File: src/rtl/muldiv_sequencer_if.sv
// Request/response port between the E stage and the M-extension sequencer.
// The master (E stage) issues one operation and later accepts its result.
`timescale 1ns/1ps
interface muldiv_sequencer_if #(
  parameter int WIDTH_DATA = 32
);
  logic                  req_valid;
  logic                  req_ready;
  logic [2:0]            req_op;
  logic [WIDTH_DATA-1:0] req_a;
  logic [WIDTH_DATA-1:0] req_b;
  logic [4:0]            req_rd;
  logic                  rsp_valid;
  logic                  rsp_ready;
  logic [WIDTH_DATA-1:0] rsp_data;
  logic [4:0]            rsp_rd;

  modport master (
    output req_valid, req_op, req_a, req_b, req_rd, rsp_ready,
    input  req_ready, rsp_valid, rsp_data, rsp_rd
  );

  modport slave (
    input  req_valid, req_op, req_a, req_b, req_rd, rsp_ready,
    output req_ready, rsp_valid, rsp_data, rsp_rd
  );
endinterface

File: src/rtl/muldiv_sequencer.sv
// Sequences one RV32 M-extension operation through the multiplier or divider,
// resolving divide-by-zero and signed overflow locally, and returns one result.
`timescale 1ns/1ps
module muldiv_sequencer #(
  parameter int WIDTH_DATA = 32,
  parameter int MUL_LAT    = 2,
  parameter int DIV_LAT    = 33
) (
  input  logic                  clk,
  input  logic                  rst,
  muldiv_sequencer_if.slave     bus,
  input  logic                  flush,
  output logic [WIDTH_DATA-1:0] op_a,
  output logic [WIDTH_DATA-1:0] op_b,
  output logic                  mul_start,
  output logic [1:0]            mul_unsigned,
  input  logic [WIDTH_DATA-1:0] mul_high,
  input  logic [WIDTH_DATA-1:0] mul_low,
  output logic                  div_start,
  output logic                  div_unsigned,
  input  logic [WIDTH_DATA-1:0] quotient,
  input  logic [WIDTH_DATA-1:0] remainder,
  output logic                  stall
);

  localparam int MAX_LAT = (MUL_LAT > DIV_LAT) ? MUL_LAT : DIV_LAT;
  localparam int CNT_W   = $clog2(MAX_LAT + 1);
  localparam logic [CNT_W-1:0] MUL_CNT = CNT_W'(MUL_LAT);
  localparam logic [CNT_W-1:0] DIV_CNT = CNT_W'(DIV_LAT);
  localparam logic [CNT_W-1:0] CNT_ONE = CNT_W'(1);
  localparam logic [WIDTH_DATA-1:0] MIN_NEG = {1'b1, {(WIDTH_DATA-1){1'b0}}};

  typedef enum logic [1:0] {
    IDLE    = 2'd0,
    MUL_RUN = 2'd1,
    DIV_RUN = 2'd2,
    DONE    = 2'd3
  } state_t;

  state_t                state_q;
  state_t                state_d;
  logic [CNT_W-1:0]      count_q;
  logic [1:0]            op_sel_q;
  logic [WIDTH_DATA-1:0] rsp_data_q;
  logic [4:0]            rsp_rd_q;

  logic                  accept;
  logic                  req_is_mul;
  logic                  div_by_zero;
  logic                  div_overflow;
  logic                  div_special;
  logic [WIDTH_DATA-1:0] special_result;
  logic [WIDTH_DATA-1:0] unit_result;

  // Request decode: op[2] selects the divider, op[1] remainder, op[0] unsigned.
  always_comb begin
    accept       = (state_q == IDLE) && bus.req_valid && !flush;
    req_is_mul   = ~bus.req_op[2];
    div_by_zero  = (bus.req_b == '0);
    div_overflow = ~bus.req_op[0] && (bus.req_a == MIN_NEG) && (bus.req_b == '1);
    div_special  = ~req_is_mul && (div_by_zero || div_overflow);
    if (div_by_zero) begin
      special_result = bus.req_op[1] ? bus.req_a : '1;
    end else begin
      special_result = bus.req_op[1] ? '0 : MIN_NEG;
    end
    if (state_q == MUL_RUN) begin
      unit_result = (op_sel_q == 2'b00) ? mul_low : mul_high;
    end else begin
      unit_result = op_sel_q[1] ? remainder : quotient;
    end
  end

  always_ff @(posedge clk or posedge rst) begin
    if (rst) begin
      state_q <= IDLE;
    end else begin
      state_q <= state_d;
    end
  end

  always_comb begin
    state_d = state_q;
    if (flush) begin
      state_d = IDLE;
    end else begin
      case (state_q)
        IDLE: begin
          if (bus.req_valid) begin
            if (req_is_mul)       state_d = MUL_RUN;
            else if (div_special) state_d = DONE;
            else                  state_d = DIV_RUN;
          end
        end
        MUL_RUN, DIV_RUN: begin
          if (count_q == '0) state_d = DONE;
        end
        DONE: begin
          if (bus.rsp_ready) state_d = IDLE;
        end
        default: state_d = IDLE;
      endcase
    end
  end

  // The counter still holds its load value only during the cycle right after
  // acceptance, which is what makes each start a single-cycle pulse.
  always_comb begin
    bus.req_ready = (state_q == IDLE);
    bus.rsp_valid = (state_q == DONE);
    bus.rsp_data  = rsp_data_q;
    bus.rsp_rd    = rsp_rd_q;
    mul_start     = (state_q == MUL_RUN) && (count_q == MUL_CNT) && !flush;
    div_start     = (state_q == DIV_RUN) && (count_q == DIV_CNT) && !flush;
    stall         = ((state_q == IDLE) && bus.req_valid)
                  || (state_q == MUL_RUN) || (state_q == DIV_RUN)
                  || ((state_q == DONE) && !bus.rsp_ready);
  end

  always_ff @(posedge clk or posedge rst) begin
    if (rst) begin
      count_q      <= '0;
      op_sel_q     <= 2'b00;
      op_a         <= '0;
      op_b         <= '0;
      rsp_data_q   <= '0;
      rsp_rd_q     <= 5'd0;
      mul_unsigned <= 2'b00;
      div_unsigned <= 1'b0;
    end else if (flush) begin
      count_q <= '0;
    end else if (accept) begin
      op_a         <= bus.req_a;
      op_b         <= bus.req_b;
      op_sel_q     <= bus.req_op[1:0];
      rsp_rd_q     <= bus.req_rd;
      mul_unsigned <= {bus.req_op == 3'd3, (bus.req_op == 3'd2) || (bus.req_op == 3'd3)};
      div_unsigned <= bus.req_op[2] & bus.req_op[0];
      count_q      <= req_is_mul ? MUL_CNT : DIV_CNT;
      if (div_special) rsp_data_q <= special_result;
    end else if ((state_q == MUL_RUN) || (state_q == DIV_RUN)) begin
      if (count_q == '0) begin
        rsp_data_q <= unit_result;
      end else begin
        count_q <= count_q - CNT_ONE;
      end
    end
  end

endmodule

File: src/flat_wrapper.sv
// flat-port wrapper written by rule: the top's interface ports become plain ports
module muldiv_sequencer_flat 
#(
  parameter int WIDTH_DATA = 32,
  parameter int MUL_LAT    = 2,
  parameter int DIV_LAT    = 33
)
  (clk, rst, flush, op_a, op_b, mul_start, mul_unsigned, mul_high, mul_low, div_start, div_unsigned, quotient, remainder, stall, bus_req_valid, bus_req_op, bus_req_a, bus_req_b, bus_req_rd, bus_rsp_ready, bus_req_ready, bus_rsp_valid, bus_rsp_data, bus_rsp_rd);
  muldiv_sequencer_if #(.WIDTH_DATA(WIDTH_DATA)) bus_i ();
  input  logic clk;
  input  logic rst;
  input  logic flush;
  output logic [WIDTH_DATA-1:0] op_a;
  output logic [WIDTH_DATA-1:0] op_b;
  output logic mul_start;
  output logic [1:0] mul_unsigned;
  input  logic [WIDTH_DATA-1:0] mul_high;
  input  logic [WIDTH_DATA-1:0] mul_low;
  output logic div_start;
  output logic div_unsigned;
  input  logic [WIDTH_DATA-1:0] quotient;
  input  logic [WIDTH_DATA-1:0] remainder;
  output logic stall;
  input wire logic [$bits(bus_i.req_valid)-1:0] bus_req_valid;
  input wire logic [$bits(bus_i.req_op)-1:0] bus_req_op;
  input wire logic [$bits(bus_i.req_a)-1:0] bus_req_a;
  input wire logic [$bits(bus_i.req_b)-1:0] bus_req_b;
  input wire logic [$bits(bus_i.req_rd)-1:0] bus_req_rd;
  input wire logic [$bits(bus_i.rsp_ready)-1:0] bus_rsp_ready;
  output wire logic [$bits(bus_i.req_ready)-1:0] bus_req_ready;
  output wire logic [$bits(bus_i.rsp_valid)-1:0] bus_rsp_valid;
  output wire logic [$bits(bus_i.rsp_data)-1:0] bus_rsp_data;
  output wire logic [$bits(bus_i.rsp_rd)-1:0] bus_rsp_rd;
  assign bus_i.req_valid = bus_req_valid;
  assign bus_i.req_op = bus_req_op;
  assign bus_i.req_a = bus_req_a;
  assign bus_i.req_b = bus_req_b;
  assign bus_i.req_rd = bus_req_rd;
  assign bus_i.rsp_ready = bus_rsp_ready;
  assign bus_req_ready = bus_i.req_ready;
  assign bus_rsp_valid = bus_i.rsp_valid;
  assign bus_rsp_data = bus_i.rsp_data;
  assign bus_rsp_rd = bus_i.rsp_rd;
  muldiv_sequencer #(.WIDTH_DATA(WIDTH_DATA), .MUL_LAT(MUL_LAT), .DIV_LAT(DIV_LAT)) u_core (.clk(clk), .rst(rst), .bus(bus_i), .flush(flush), .op_a(op_a), .op_b(op_b), .mul_start(mul_start), .mul_unsigned(mul_unsigned), .mul_high(mul_high), .mul_low(mul_low), .div_start(div_start), .div_unsigned(div_unsigned), .quotient(quotient), .remainder(remainder), .stall(stall));
endmodule
File: config.mk
export PLATFORM = sky130hd
export DESIGN_NAME = muldiv_sequencer_flat
export DESIGN_NICKNAME = d
export VERILOG_FILES = /design/src/rtl/muldiv_sequencer_if.sv /design/src/rtl/muldiv_sequencer.sv /design/src/flat_wrapper.sv
export SDC_FILE = /design/constraint.sdc
export NUM_CORES = 1
export LEC_CHECK = 0
export CORE_ASPECT_RATIO = 1.5
export CORE_MARGIN = 2
export CORE_UTILIZATION = 45
export CTS_BUF_LIST = sky130_fd_sc_hd__clkbuf_8
export CTS_CLUSTER_SIZE = 10
export DETAILED_ROUTE_END_ITERATION = 10
export HOLD_SLACK_MARGIN = 0.03
export PLACE_DENSITY = 0.88
export SLEW_MARGIN = 15
export SYNTH_ARGS = -nofsm -noshare
export SYNTH_HDL_FRONTEND = slang
export SYNTH_SLANG_ARGS = --single-unit
File: constraint.sdc
create_clock -name clk -period 6.35 [get_ports clk]
set_input_delay 1.27 -clock clk [delete_from_list [all_inputs] [get_ports clk]]
set_output_delay 1.27 -clock clk [all_outputs]
set_load 0.02 [all_outputs]
==> metrics.txt <==
Worst-Margin Slew between 1 and 1.5 ns; Clock Path Buffers 2; setup TNS 0 ns; r2r startpoint u_core.state_q[0]; Synthesis Warnings 0; CP peak stage delay ~0.63 ns; Final Total Pwr 4400 uW; Finished Layout Cells 1178; Buf/Inv on CP 2; most frequent cells in the layout clkdlybuf4s50_1, nand2_1, dfrtp_1; Synth cell types 34; commonest non-fill, non-tap cell in the layout clkdlybuf4s50_1; largest net degree at the start of global routing 104; Max stage delay cell, worst path o21ai_4; crit end category flip-flop; r2r worst-path depth 7; Avg WL per Cell 19.2 microns; htree depth 4; # diodes 0; first-pass GRT wire length 33400 microns; Max IR drop VDD 0.279 mV; I/O pins roughly 310; Num CTS Buffers 17; FMAX around 0.23 GHz; clock slew at the register clock pins of the worst setup and hold paths ~0.090 ns; TritonCTS clock tree built; die area 15100 sq um; Die Ht 150 microns; Leakage ~0.0044 uW; Post-Syn Instances 706; RD Place Congestion around 0.86; Seq cells post-synth 114; Routed Antenna Nets 0; reg2reg end u_core.bus.rsp_data[19]; Slew Limit Headroom 26.4%; RSZ-0062 raised after global routing false; outcome complete, no violations; num rows 53; Post-Place Worst Slack 1.51 ns; power per cell area 439 nW/um^2; post-DR vias/cell around 5.4; Worst Hold End u_core.op_a[28]; initial DRC count between 200 and 250; layout cells sized above 1 11.2%; post-CTS setup buffers 0; worst path arrival time roughly 4.7 ns; clk sinks 114; Required @ worst endpoint 6.68 ns; Tmin final 4.39 ns; Syn Area/Cell between 9 and 10 sq um; syn nets 919; crit path kind in -> reg; Area Overhead vs Synth 57.6%; total track usage between 20% and 30%; nets ~1200; critical path, cell by cell clkdlybuf4s50_1 -> or4_1 -> nor4_1 -> nand2_1 -> or3_4 -> o21ai_4 -> buf_4 -> mux2_4; placed insts 1146; clk root buf clkbuf_8; Final Hold Fails 0; Hold Buf Count CTS 0; Layout Skew between 0.015 and 0.02 ns; Starting Density 45.7%; die extent in x 101 microns; Clock Latency Late Sink 0.44 ns; worst reg-to-reg setup slack 3.44 ns; vias 6312; CP top delay family simple AND/OR/NAND/NOR gates; worst hold path depth 2; max-cap viol count 0; vias in the first global route 6233; total grt overflow 0; # DRC 0; Tcrit/Tclk final between 60% and 70%; final worst slack 1.96 ns; Hold Path Class reg -> reg; Crit Path Max Fanout 17; CP startpoint kind input port; sequential area share after synthesis 44.9%; post-CTS sizing 0; DRT Wirelength about 23000 microns; Buffers on Ports 313; router iterations before antenna repair 5; mapped cell area 6360 sq um; DP HPWL 17100 microns; final hold slack between 0.4 and 0.5 ns; initial antenna violation count 0; Slew Limit Fails 0; final setup vio count 0; worst hold start u_core.op_a[28]; area of the core 13900 sq um
-- Yosys cell counts --
library cell / n / share of area, %
or3_4: 1 / 0.18
buf_6: 3 / 0.53
a31oi_1: 3 / 0.30
mux2_2: 34 / 6.0
a211oi_1: 1 / 0.12
o21ai_4: 1 / 0.26
nor4b_1: 1 / 0.14
o31ai_1: 1 / 0.12
o211ai_1: 1 / 0.12
or4_1: 3 / 0.35
nor2b_1: 31 / 3.0
nand2_1: 229 / 14
inv_1: 7 / 0.41
dfrtp_1: 114 / 45
nor2_1: 43 / 2.5
clkbuf_1: 41 / 2.4
or2_2: 2 / 0.20
mux2i_1: 33 / 5.2
and4b_1: 1 / 0.16
nand2b_1: 5 / 0.49
or3_1: 2 / 0.20
nor4_1: 16 / 1.6
nand3_1: 6 / 0.47
o21ai_0: 4 / 0.31
xor2_1: 2 / 0.28
nand4_1: 9 / 0.89
o22ai_1: 31 / 3.0
nor3_1: 4 / 0.31
nand4b_1: 1 / 0.14
ha_1: 8 / 1.6
xnor2_1: 2 / 0.28
mux2_4: 30 / 7.1
a21oi_1: 35 / 2.8
a211o_1: 1 / 0.14
-- registers in the layout, indices dropped and copies added (netlist names) --
name / count
u_core.div_unsigned: 1
u_core.op_a: 32
u_core.state_q: 2
u_core.mul_unsigned: 2
u_core.op_b: 32
u_core.bus.rsp_data: 32
u_core.count_q: 6
u_core.op_sel_q: 2
u_core.bus.rsp_rd: 5
-- worst min-delay path: cells and delay by family (launching register included) --
family        cells  cell delay, ns
flops             1            0.34
simple gates      2            0.10
-- cell type report --
cell class / instances / area (sq um)
clock buffers: 18 / 248
inverters: 7 / 28.8
repair buffers: 319 / 3170
multi-input cells: 541 / 3310
fillers: 1051 / 3900
clock inverters: 14 / 200
flip-flops and latches: 114 / 2850
well taps: 165 / 206
-- routing by layer --
| layer | wire length, microns | share of wire (%) | vias to the layer above | GRT usage, % |
|---|---|---|---|---|
| li1 | - | - | 2987 | - |
| met1 | 8410 | 37 | 2986 | 33.7 |
| met2 | 11600 | 51 | 288 | 50.8 |
| met3 | 1740 | 7.7 | 51 | 7.47 |
| met4 | 875 | 3.9 | 0 | 13.0 |
| met5 | 0 | 0 | - | 0 |
-- per-stage QoR --
step	area, sq um	util, %
6_report	10000	72.0
3_3_place_gp	9580	68.8
5_1_grt	10000	72.0
2_1_floorplan	6360	-
4_1_cts	10000	72.0
3_5_place_dp	9580	68.8
-- power breakdown --
part / switching (uW) / leakage, uW / total, uW / internal [uW]
Combinational: 1220 / 0.00278 / 2380 / 1160
Sequential: 200 / 0.00143 / 1250 / 1050
Clock: 327 / 0.000217 / 771 / 444
-- logic make-up (layout without fill, tap and decap cells) --
kind of cell | count (synthesis) | in the layout | share of synthesized area [%]
and+or+nand+nor | 354 | 354 | 24.2
DFF | 114 | 114 | 44.9
muxes | 97 | 97 | 18.3
AOI/OAI and AO/OA | 78 | 78 | 7.16
buffers and inverters | 51 | 358 | 3.36
adders and majority gates | 8 | 8 | 1.57
xor gates and xnor gates | 4 | 4 | 0.551
-- worst max-delay path by stage --
stage	slack, ns	end	depth (start not counted)	start
global placement	1.58	u_core.bus.rsp_data[22]	8	bus_req_a[19]
CTS	1.97	u_core.bus.rsp_data[19]	8	bus_req_a[19]
finish	1.96	u_core.bus.rsp_data[19]	8	bus_req_a[19]
global route	1.85	u_core.bus.rsp_data[19]	8	bus_req_a[19]
floorplan	2.06	u_core.bus.rsp_data[0]	1	rst
detailed placement	1.51	u_core.bus.rsp_data[22]	8	bus_req_a[19]
(Power assumes the default switching activity.)
